--- src/rtl/sram_arbiter.sv ---
// sram_arbiter: fixed-priority arbiter for one external asynchronous SRAM.
// Each access runs SETUP -> STROBE (ACCESS_CYCLES) -> HOLD and every output
// is registered. Requester 0 has the highest priority.
// Optional feature: define SRAM_ARB_LOCK_EN to enable locked bursts via
// req_lock (HOLD -> SETUP back-to-back for the same requester).
module sram_arbiter #(
    parameter int NUM_REQ       = 3,
    parameter int ADDR_W        = 19,
    parameter int DATA_W        = 8,
    parameter int ACCESS_CYCLES = 2
) (
    input  logic                      clk,
    input  logic                      reset,
    input  logic [NUM_REQ-1:0]        req,
    input  logic [NUM_REQ-1:0]        req_rnw,
    input  logic [NUM_REQ*ADDR_W-1:0] req_addr,
    input  logic [NUM_REQ*DATA_W-1:0] req_wdata,
    input  logic [NUM_REQ-1:0]        req_lock,
    output logic [NUM_REQ-1:0]        gnt,
    output logic [NUM_REQ-1:0]        done,
    output logic [DATA_W-1:0]         rdata,
    output logic                      busy,
    output logic [ADDR_W-1:0]         sram_addr,
    output logic                      sram_cen,
    output logic                      sram_oen,
    output logic                      sram_wen,
    output logic [DATA_W-1:0]         sram_wdata,
    output logic                      sram_data_oe,
    input  logic [DATA_W-1:0]         sram_rdata
);

    localparam int         IW       = (NUM_REQ > 1) ? $clog2(NUM_REQ) : 1;
    localparam logic [3:0] CNT_LOAD = 4'(ACCESS_CYCLES - 1);

    generate
        if (ACCESS_CYCLES < 1 || ACCESS_CYCLES > 15) begin : g_bad_access_cycles
            $fatal(1, "sram_arbiter: ACCESS_CYCLES must be within 1..15");
        end
    endgenerate

    typedef enum logic [1:0] {IDLE, SETUP, STROBE, HOLD} state_t;

    state_t              state_q, state_d;
    logic [3:0]          cnt_q, cnt_d;
    logic [IW-1:0]       win_q, win_d, pick, take_idx;
    logic                rnw_q, rnw_d, take;
    logic [NUM_REQ-1:0]  gnt_d, done_d;
    logic [DATA_W-1:0]   rdata_d, wdata_d;
    logic [ADDR_W-1:0]   addr_d;
    logic                cen_d, oen_d, wen_d, doe_d, busy_d;

`ifdef SRAM_ARB_LOCK_EN
    // Set when a locked requester had to leave a burst because its direction
    // changed; it then wins the following IDLE regardless of priority.
    logic prio_q, prio_d;
`else
    logic unused_lock;
    assign unused_lock = ^req_lock;
`endif

    // Lowest set req index wins.
    always_comb begin
        pick = '0;
        for (int i = NUM_REQ - 1; i >= 0; i--) begin
            if (req[i]) pick = IW'(i);
        end
    end

    // Next state, request capture and next registered pin/handshake values.
    always_comb begin
        state_d  = state_q;
        cnt_d    = cnt_q;
        win_d    = win_q;
        rnw_d    = rnw_q;
        rdata_d  = rdata;
        addr_d   = sram_addr;
        wdata_d  = sram_wdata;
        gnt_d    = '0;
        done_d   = '0;
        cen_d    = 1'b1;
        oen_d    = 1'b1;
        wen_d    = 1'b1;
        doe_d    = 1'b0;
        busy_d   = 1'b0;
        take     = 1'b0;
        take_idx = pick;
`ifdef SRAM_ARB_LOCK_EN
        prio_d   = prio_q;
`endif
        case (state_q)
            IDLE: begin
                take = |req;
`ifdef SRAM_ARB_LOCK_EN
                if (prio_q && req[win_q]) take_idx = win_q;
                prio_d = 1'b0;
`endif
            end
            SETUP: begin
                state_d = STROBE;
                cnt_d   = CNT_LOAD;
            end
            STROBE: begin
                if (cnt_q == 4'd0) begin
                    state_d = HOLD;
                    if (rnw_q) rdata_d = sram_rdata;
                end else begin
                    cnt_d = cnt_q - 4'd1;
                end
            end
            HOLD: begin
                state_d = IDLE;
`ifdef SRAM_ARB_LOCK_EN
                if (req_lock[win_q] && req[win_q]) begin
                    if (req_rnw[win_q] == rnw_q) begin
                        take     = 1'b1;
                        take_idx = win_q;
                    end else begin
                        prio_d = 1'b1;
                    end
                end
`endif
            end
            default: state_d = IDLE;
        endcase

        if (take) begin
            state_d = SETUP;
            win_d   = take_idx;
            rnw_d   = req_rnw[take_idx];
            addr_d  = req_addr[int'(take_idx)*ADDR_W +: ADDR_W];
            wdata_d = req_wdata[int'(take_idx)*DATA_W +: DATA_W];
        end

        case (state_d)
            SETUP: begin
                gnt_d[win_d] = 1'b1;
                busy_d = 1'b1;
                cen_d  = 1'b0;
                oen_d  = ~rnw_d;
                doe_d  = ~rnw_d;
            end
            STROBE: begin
                busy_d = 1'b1;
                cen_d  = 1'b0;
                oen_d  = ~rnw_d;
                wen_d  = rnw_d;
                doe_d  = ~rnw_d;
            end
            HOLD: begin
                done_d[win_d] = 1'b1;
                busy_d = 1'b1;
                cen_d  = 1'b0;
                doe_d  = ~rnw_d;
            end
            default: ;
        endcase
    end

    // State and output registers; reset aborts any access in flight.
    always_ff @(posedge clk) begin
        if (reset) begin
            state_q      <= IDLE;
            cnt_q        <= '0;
            win_q        <= '0;
            rnw_q        <= 1'b0;
            gnt          <= '0;
            done         <= '0;
            rdata        <= '0;
            busy         <= 1'b0;
            sram_addr    <= '0;
            sram_wdata   <= '0;
            sram_cen     <= 1'b1;
            sram_oen     <= 1'b1;
            sram_wen     <= 1'b1;
            sram_data_oe <= 1'b0;
`ifdef SRAM_ARB_LOCK_EN
            prio_q       <= 1'b0;
`endif
        end else begin
            state_q      <= state_d;
            cnt_q        <= cnt_d;
            win_q        <= win_d;
            rnw_q        <= rnw_d;
            gnt          <= gnt_d;
            done         <= done_d;
            rdata        <= rdata_d;
            busy         <= busy_d;
            sram_addr    <= addr_d;
            sram_wdata   <= wdata_d;
            sram_cen     <= cen_d;
            sram_oen     <= oen_d;
            sram_wen     <= wen_d;
            sram_data_oe <= doe_d;
`ifdef SRAM_ARB_LOCK_EN
            prio_q       <= prio_d;
`endif
        end
    end

endmodule

--- config.mk ---
export PLATFORM = sky130hd
export DESIGN_NAME = sram_arbiter
export DESIGN_NICKNAME = d
export VERILOG_FILES = /design/src/rtl/sram_arbiter.sv
export SDC_FILE = /design/constraint.sdc
export NUM_CORES = 1
export LEC_CHECK = 0
export CAP_MARGIN = 20
export CORE_MARGIN = 2
export CORE_UTILIZATION = 30
export DETAILED_ROUTE_END_ITERATION = 8
export PLACE_DENSITY = 0.69
export REMOVE_ABC_BUFFERS = 1
export SETUP_SLACK_MARGIN = 0.05
export SKIP_LAST_GASP = 1
export SYNTH_ARGS = -nofsm -noshare
export SYNTH_HDL_FRONTEND = slang
export SYNTH_SLANG_ARGS = --single-unit
--- constraint.sdc ---
create_clock -name clk -period 3.3 [get_ports clk]
set_input_delay 0.495 -clock clk [delete_from_list [all_inputs] [get_ports clk]]
set_output_delay 0.495 -clock clk [all_outputs]
set_load 0.005 [all_outputs]
Word level (Yosys, flattened, before mapping). Cells that the tools add are included.

Bits of input ports: 100. Logic and storage cells: 65. Output and inout bits: 46. Register bits: 55.

Mux-type cells: 17. Bitwise gates (word level): 6. Equality and inequality tests: 7. Shifts and indexed selects: 2. $mul: 1. Reductions and logical operators: 14. $lt $le $gt $ge: 3. Add/subtract/negate cells: 1.

Operators with widths (count): indexed part select 57 x 8 -> 19 bit (1); indexed part select 24 x 6 -> 8 bit (1); 2-to-1 mux 2 bit (6); OR reduction 2 bit (6); == test 2 bit (second input constant) (4); one-hot mux 4 bit (2 select lines) (1); multiplier 2 x 5 -> 7 bit (second input constant) (1); less-than comparator 2 x 3 -> 1 bit (second input constant) (2); 2-to-1 mux 1 bit (6); NOT 1 bit (6); one-hot mux 2 bit (3 select lines) (1); OR reduction 3 bit (2); == test 2 x 1 -> 1 bit (second input constant) (2); zero test 4 bit (1); 2-to-1 mux 4 bit (1); subtractor 4 x 1 -> 4 bit (second input constant) (1); AND reduction 3 bit (1); binary-select mux 1 bit (select 2 bit) (1); demux 1 bit (select 2 bit) (1); greater-or-equal comparator 2 x 1 -> 1 bit (second input constant) (1); zero test 2 bit (1); != test 2 bit (second input constant) (1); AND reduction 2 bit (1); nonzero test 2 bit (1); logical AND 1 bit (1).

Logic depth before layout (Yosys ltp). Gate-level depths: netlist (run 1).

Depth in word-level cells: 8. Gate-level depth with buffers: 10. Depth with buffers taken out: 9.

Worst setup path before layout (run 1). No wires, ideal clock.

Path kind: input-to-reg. Start: in req[1]. End: reg sram_oen. Data required time: 3.173 ns. Stages: 7. Setup time: 0.127 ns. Setup slack: 1.105 ns. Data arrival time: 2.068 ns. Buffers on the path: 1. Cell sequence: or2_2 o21ai_4 buf_4 o21a_1 inv_1 ha_1 or3_1.

Longest elaborated chain between the ends: 7. Elaborated cells between the ends (all ways): 14.

RTL lines: start: declaration (line 14) `input logic [NUM_REQ-1:0] req,`; OR reduction 3 bit (*) (line 92) `take = |req;`; 2-to-1 mux 1 bit (*) (line 90) `case (state_q)`; 2-to-1 mux 2 bit (*) (line 126) `if (take) begin`; named net state_d[0] (line 43) `state_t state_q, state_d;`; == test 2 bit or == test 2 x 1 -> 1 bit (tied branches) (line 134) `case (state_d)`; OR reduction 2 bit (no source line) (*); NOT 1 bit (no source line) (*); OR reduction 2 bit (no source line) (*); end signal: assignment (line 191) `sram_oen <= oen_d;`; end: declaration (line 25) `output logic sram_oen,`.

Mark *: on every way through the listed nets, which the timed path passes. The rest lies on a longest branch. The select of a mux whose other input is x is not followed. A chain may end at the register's enable or synchronous reset.

Worst setup path after layout (run 1).
Start: in req[1]. End: reg sram_oen.

Longest elaborated chain between the ends: 7. Elaborated cells between the ends (all ways): 14.

RTL lines (line): OR reduction 3 bit (92); 2-to-1 mux 1 bit (90); 2-to-1 mux 2 bit (126); == test 2 bit or == test 2 x 1 -> 1 bit (tied branches) (134); OR reduction 2 bit (no source line); NOT 1 bit (no source line); OR reduction 2 bit (no source line).

Parallel ways exist; a longest one is shown, timed or not. The select of a mux whose other input is x is not followed.

==> impl_metrics.tcl, run 1 <==
set metrics [dict create \
    finalCritPeriodShare_pct 67.8 \
    yosys.area.top_type_share_pct 41.6 \
    fin_crit_ns 2.24 \
    grt_pass1_wl_um 12400 \
    final_core_util_pct 48.9 \
    antenna_found_initial 0 \
    fp.dieW_um 97.9 \
    path_clk_slew_ns 0.09 \
    root_buffer "clkbuf_8" \
    ys_seq_area_share_pct 41.6 \
    vias_per_cell 4.88 \
    status "complete, no violations" \
    grt_pass1_vias 2620 \
    gp_congestion 0.736 \
    num_io_pins 146 \
    cts_resized 0 \
    dieHeight_um 97.9 \
    start_util_pct 30.7 \
    crit_type "input port to flop" \
    tightest_slew_ns 0.927 \
    synth.area.top_cells "dfxtp_1, a211oi_1, a22oi_1" \
    synth_cell_type_count 36 \
    synth_edf_count 0 \
    grtUsageMet2_pct 27.3 \
    cp.arrival_ns 2.43 \
    place_hpwl_um 5860 \
    slew_violations 0 \
    min_path_type "flop to flop" \
    firstDrtPassIters 4 \
    hold_violations 0 \
    drtIter0Drc 39 \
    hold_buffers 0 \
    globalRouteMet1Util_pct 19.6 \
    areaGrowthSynthToFinish_pct 59.5 \
    synth.avg_cell_area_um2 8.74 \
    rsz0062_at_grt "false" \
    p_per_area_mw_per_mm2 638 \
    route.vias.total 2652 \
    synth_flop_cell "dfxtp_1" \
    busiest_layer "met2" \
    syn_inst 303 \
    avgRoutedWirePerCell_um 14.5 \
    rows 34 \
    numPortBuffers 142 \
    cts.sinks 55 \
    clock.fmax_mhz 447 \
    final_nets 546 \
    postRouteAntennaNets 0 \
    end_kind "flop" \
    fin_area_mm2 0.00422 \
    htreeDepth 2 \
    slew-limit-headroom_pct 38.2 \
    grt_start_max_net_pins 51 \
    skew_ns 0.0108 \
    diodes 0 \
    synth_area_leader_cell "dfxtp_1" \
    fin_hold_ws_ns 0.499 \
    core_region_area_mm2 0.00864 \
    grtUsageMet3_pct 3.51 \
    tritoncts "done" \
    setup-tns-final_ns 0 \
    setup_viol 0 \
    crit_fanout 14 \
    ir_drop_mv 0.221 \
    overflow 0 \
    routed_wl_um 7870 \
    drc 0 \
    syn_area_mm2 0.00265 \
    cts_buffers 5 \
    power_uw 2690 \
    place_area_mm2 0.00414 \
    async_flop_share_pct 0 \
    final_layout_size_suffix_gt1_share_pct 11.2 \
    cp.required_ns 3.49 \
    postCtsSetupBuffers 0 \
    cap_violations 0 \
    die_area_mm2 0.00959 \
    worst_skew_pair.late_latency_ns 0.31 \
    ys_seq_elements 55 \
    setup.worst_path.start_class "input port" \
    power.leakage_uw 0.00163 \
    clockBufferDepth 2 \
    grt_usage_pct 15.9 \
    yosys_warnings 0 \
]
[layout make-up]
cell class / instances / area [µm²]
inverter: 10 / 37.5
clock inverter: 1 / 5.00
timing repair buffer: 150 / 1480
clock buffer: 6 / 82.6
multi-input combinational: 214 / 1390
sequential: 55 / 1100
fill: 849 / 4410
tap: 108 / 135
[kinds of logic after synthesis]
logic type                 after synthesis  synth area share (%)
AOI/OAI and AO/OA                       99                  25.4
and+or+nand+nor                         96                  18.8
DFF                                     55                  41.6
buffers and inverters                   34                  6.10
adders and majority gates               10                  4.73
muxes                                    9                  3.40
[cells in the mapped netlist (4+ instances only)]
cell type	instances
dfxtp_1	55
nor2_1	44
a21oi_1	33
or2_2	29
a211oi_1	27
a22oi_1	27
clkbuf_1	11
ha_1	10
inv_1	10
mux2i_1	9
buf_2	6
nor2b_1	4
nor3_1	4
[critical path, cell delays in order]
cell and delay, ns:
clkdlybuf4s50_1 0.45, buf_4 0.22, o21bai_2 0.56, nand2_1 0.11, a31o_2 0.29, or3_1 0.30
[worst paths after layout]
check	to	from	cells after the start	slack, ns
setup / recovery	sram_oen	req[1]	6	1.06
hold / removal	rdata[4]	rdata[4]	2	0.50
setup reg to reg	sram_oen	cnt_q[0]	8	1.11
hold reg to reg	rdata[4]	rdata[4]	2	0.50
[power breakdown]
group / leakage (µW) / switching (µW) / internal [µW]
combinational: 0.00113 / 609 / 716
sequential: 0.000453 / 104 / 883
clock: 0.0000470 / 216 / 165
[cell usage in the layout (no fill, tap or decap), drive strengths merged]
cell type and count:
nand3b 1, nor3b 3, a21o 1, nand2 2
o22ai 2, or3 2, a31oi 1, a21oi 33
nand3 1, a211oi 27, nand2b 3, a2bb2oi 1
nor2b 5, mux2i 9, o21bai 1, nor2 44
nor4b 1, clkbuf 6, clkdlybuf4s50 141, o21ai 2
clkinv 1, or2 29, ha 10, inv 10
o21a 1, o31a 1, a221o 1, buf 9
nor3 4, dfxtp 55, a22oi 27, nand4b 1
a31o 1
[routing by layer]
metal  wire [µm]  vias up
met4         142        0
met3         475       11
li1            -     1333
met1        3500     1211
met5           0        -
met2        3750       97
[registers in the layout (all words and copies together) (netlist names)]
signal        count
sram_cen          1
win_q             2
sram_data_oe      1
sram_oen          1
rnw_q             1
state_q           2
sram_addr        19
rdata             8
done              3
cnt_q             4
gnt               3
sram_wdata        8
busy              1
sram_wen          1
[through the flow]
stage | instances | setup slack (ns)
after global routing | 544 | 0.887
after CTS | 544 | 1.04
after detailed placement | 537 | 0.717
final | 544 | 1.06
after floorplan | 279 | 1.02
after global placement | 537 | 0.673
Note: power is estimated with default switching activity, not from simulation.
==> inputs of run 2 (changes only) <==
clock period = 2.1 ns   (was 3.3 ns; I/O delays follow)
==> impl_metrics.tcl, run 2 (synthesis results as in run 1) <==
set metrics [dict create \
    status "complete, no violations" \
    antenna_found_initial 0 \
    globalRouteMet1Util_pct 19.2 \
    grt_pass1_vias 2633 \
    cap_violations 0 \
    postCtsSetupBuffers 0 \
    place_hpwl_um 6070 \
    postRouteAntennaNets 0 \
    end_kind "flop" \
    slew-limit-headroom_pct 51.6 \
    reg2reg_slack_ns 0.17 \
    rsz0062_at_grt "false" \
    drc 0 \
    comb_power_share_pct 50.8 \
    switching_share_pct 34.3 \
    layout_commonest_cell "clkdlybuf4s50_1" \
    cp.required_ns 2.29 \
    start_util_pct 30.7 \
    final_nets 555 \
    gp_congestion 0.760 \
    place_area_mm2 0.00420 \
    p_sw_uw 1480 \
    crit_fanout 4 \
    avgRoutedWirePerCell_um 14.4 \
    pwr-share-seq_pct 35.9 \
    setup.worst_path.start_class "flop" \
    min_path_type "flop to flop" \
    most-common-layout-cells "clkdlybuf4s50_1, dfxtp_1, nor2_1, a21oi_1, or2_2" \
    dpl.cell_count 546 \
    min-delay-start "rdata[4]" \
    crit_type "flop to flop" \
    grtUsageMet2_pct 28.8 \
    internal_power_uw 2840 \
    areaGrowthSynthToFinish_pct 62.6 \
    worst_skew_pair.late_latency_ns 0.30 \
    critPathBufInv 2 \
    worstReg2RegEnd "sram_oen" \
    finalCritPeriodShare_pct 91.8 \
    cp.arrival_ns 2.12 \
    cp_slowest_cell "dfxtp_1" \
    htreeDepth 2 \
    fin_crit_ns 1.93 \
    busiest_layer "met2" \
    ir_drop_mv 0.493 \
    grt_pass1_wl_um 12600 \
    rr_worst_depth 8 \
    clkPwrFrac_pct 13.3 \
    cts_buffers 5 \
    skew_ns 0.00569 \
    final_core_util_pct 49.8 \
    route.vias.total 2679 \
    layout.cells.non_filler 554 \
    cts.sinks 55 \
    path_clk_slew_ns 0.10 \
    setup-tns-final_ns 0 \
    die_area_mm2 0.00959 \
    dieHeight_um 97.9 \
    top_register "sram_addr" \
    num_io_pins 146 \
    crit_family "simple AND/OR/NAND/NOR gates" \
    setup_viol 0 \
    vias_per_cell 4.84 \
    numPortBuffers 142 \
    root_buffer "clkbuf_8" \
    core_region_area_mm2 0.00864 \
    top_regs "sram_addr: 19 flops, rdata: 8 flops, sram_wdata: 8 flops" \
    slew_violations 0 \
    fin_area_mm2 0.00430 \
    final_layout_size_suffix_gt1_share_pct 13.5 \
    largest_reg_flops 19 \
    overflow 0 \
    clock.fmax_mhz 519 \
    p_per_area_mw_per_mm2 1000 \
    grtUsageMet3_pct 4.22 \
    grt_usage_pct 16.1 \
    tightest_slew_ns 0.726 \
    path_cells "inv_1, ha_1, nor3b_4, a21oi_1, o21a_1, inv_1, ha_1, or3_1" \
    firstDrtPassIters 4 \
    diodes 0 \
    hold_violations 0 \
    drtIter0Drc 63 \
    tritoncts "done" \
    power.leakage_uw 0.00167 \
    cp.depth 8 \
    fp.dieW_um 97.9 \
    grt_start_max_net_pins 41 \
    rows 34 \
    startpoint "cnt_q[0]" \
    rr_startpoint "cnt_q[0]" \
    routed_wl_um 7960 \
    crit_end "sram_oen" \
    clockBufferDepth 2 \
    max_stage_delay_ns 0.37 \
]
-- run 2: cell types whose count changed in the layout (fill, tap and decap cells not counted) --
cell | previous run | this run
clkbuf_8 | 6 | 5
clkbuf_1 | 0 | 1
clkinvlp_4 | 0 | 1
nor3b_1 | 3 | 2
nand3_1 | 1 | 0
buf_4 | 8 | 17
nand3_2 | 0 | 1
nor3b_4 | 0 | 1
-- run 2: area by class of cell --
cell class / count / area (µm²)
Tap cell: 108 / 135
Multi-Input combinational cell: 214 / 1400
Sequential cell: 55 / 1100
Inverter: 10 / 37.5
Timing Repair Buffer: 159 / 1540
Fill cell: 839 / 4330
Clock buffer: 6 / 72.6
Clock inverter: 2 / 12.5
-- run 2: per-stage QoR --
step	hold slack (ns)	setup slack (ns)	total power (µW)
6_report	0.501	0.172	4320
5_1_grt	0.527	0.0514	4670
4_1_cts	0.507	0.151	4370
3_5_place_dp	0.487	-0.0963	3770
3_3_place_gp	0.473	-0.0543	3720
2_1_floorplan	0.382	0.00296	2550
-- run 2: power by group through the flow --
stage	clock network [µW]	registers [µW]	logic (µW)
after floorplan	0	1590	958
after global placement	0	1560	2160
after detailed placement	0	1580	2190
after CTS	605	1560	2210
after global routing	639	1600	2430
final	576	1550	2200
-- run 2: worst reg2reg max path, cell delays in order, from the launching register on --
cell	delay [ns]
dfxtp_1	0.37
inv_1	0.05
ha_1	0.24
nor3b_4	0.17
a21oi_1	0.16
o21a_1	0.17
inv_1	0.06
ha_1	0.26
or3_1	0.34
-- run 2: what timing repair did --
action                                  4_1_cts  5_1_grt
gates cloned                                  0        0
endpoints found under the setup margin        3        6
resized for setup                             1        2
endpoints found under the hold margin         0        0
hold buffers                                  0        0
-- run 2: how the worst min path moves through the flow --
stage / end / slack (ns) / cells past startpoint
2_1_floorplan: busy / 0.38 / 1
3_3_place_gp: rdata[1] / 0.47 / 2
3_5_place_dp: rdata[4] / 0.49 / 2
6_report: rdata[4] / 0.50 / 2
4_1_cts: sram_addr[14] / 0.51 / 2
5_1_grt: rdata[1] / 0.53 / 2
-- run 2: metal layers --
layer  vias up  share of wire, %
met3         6               6.8
met1      1223                43
li1       1354                 -
met4         0               1.1
met2        96                49
met5         -                 0
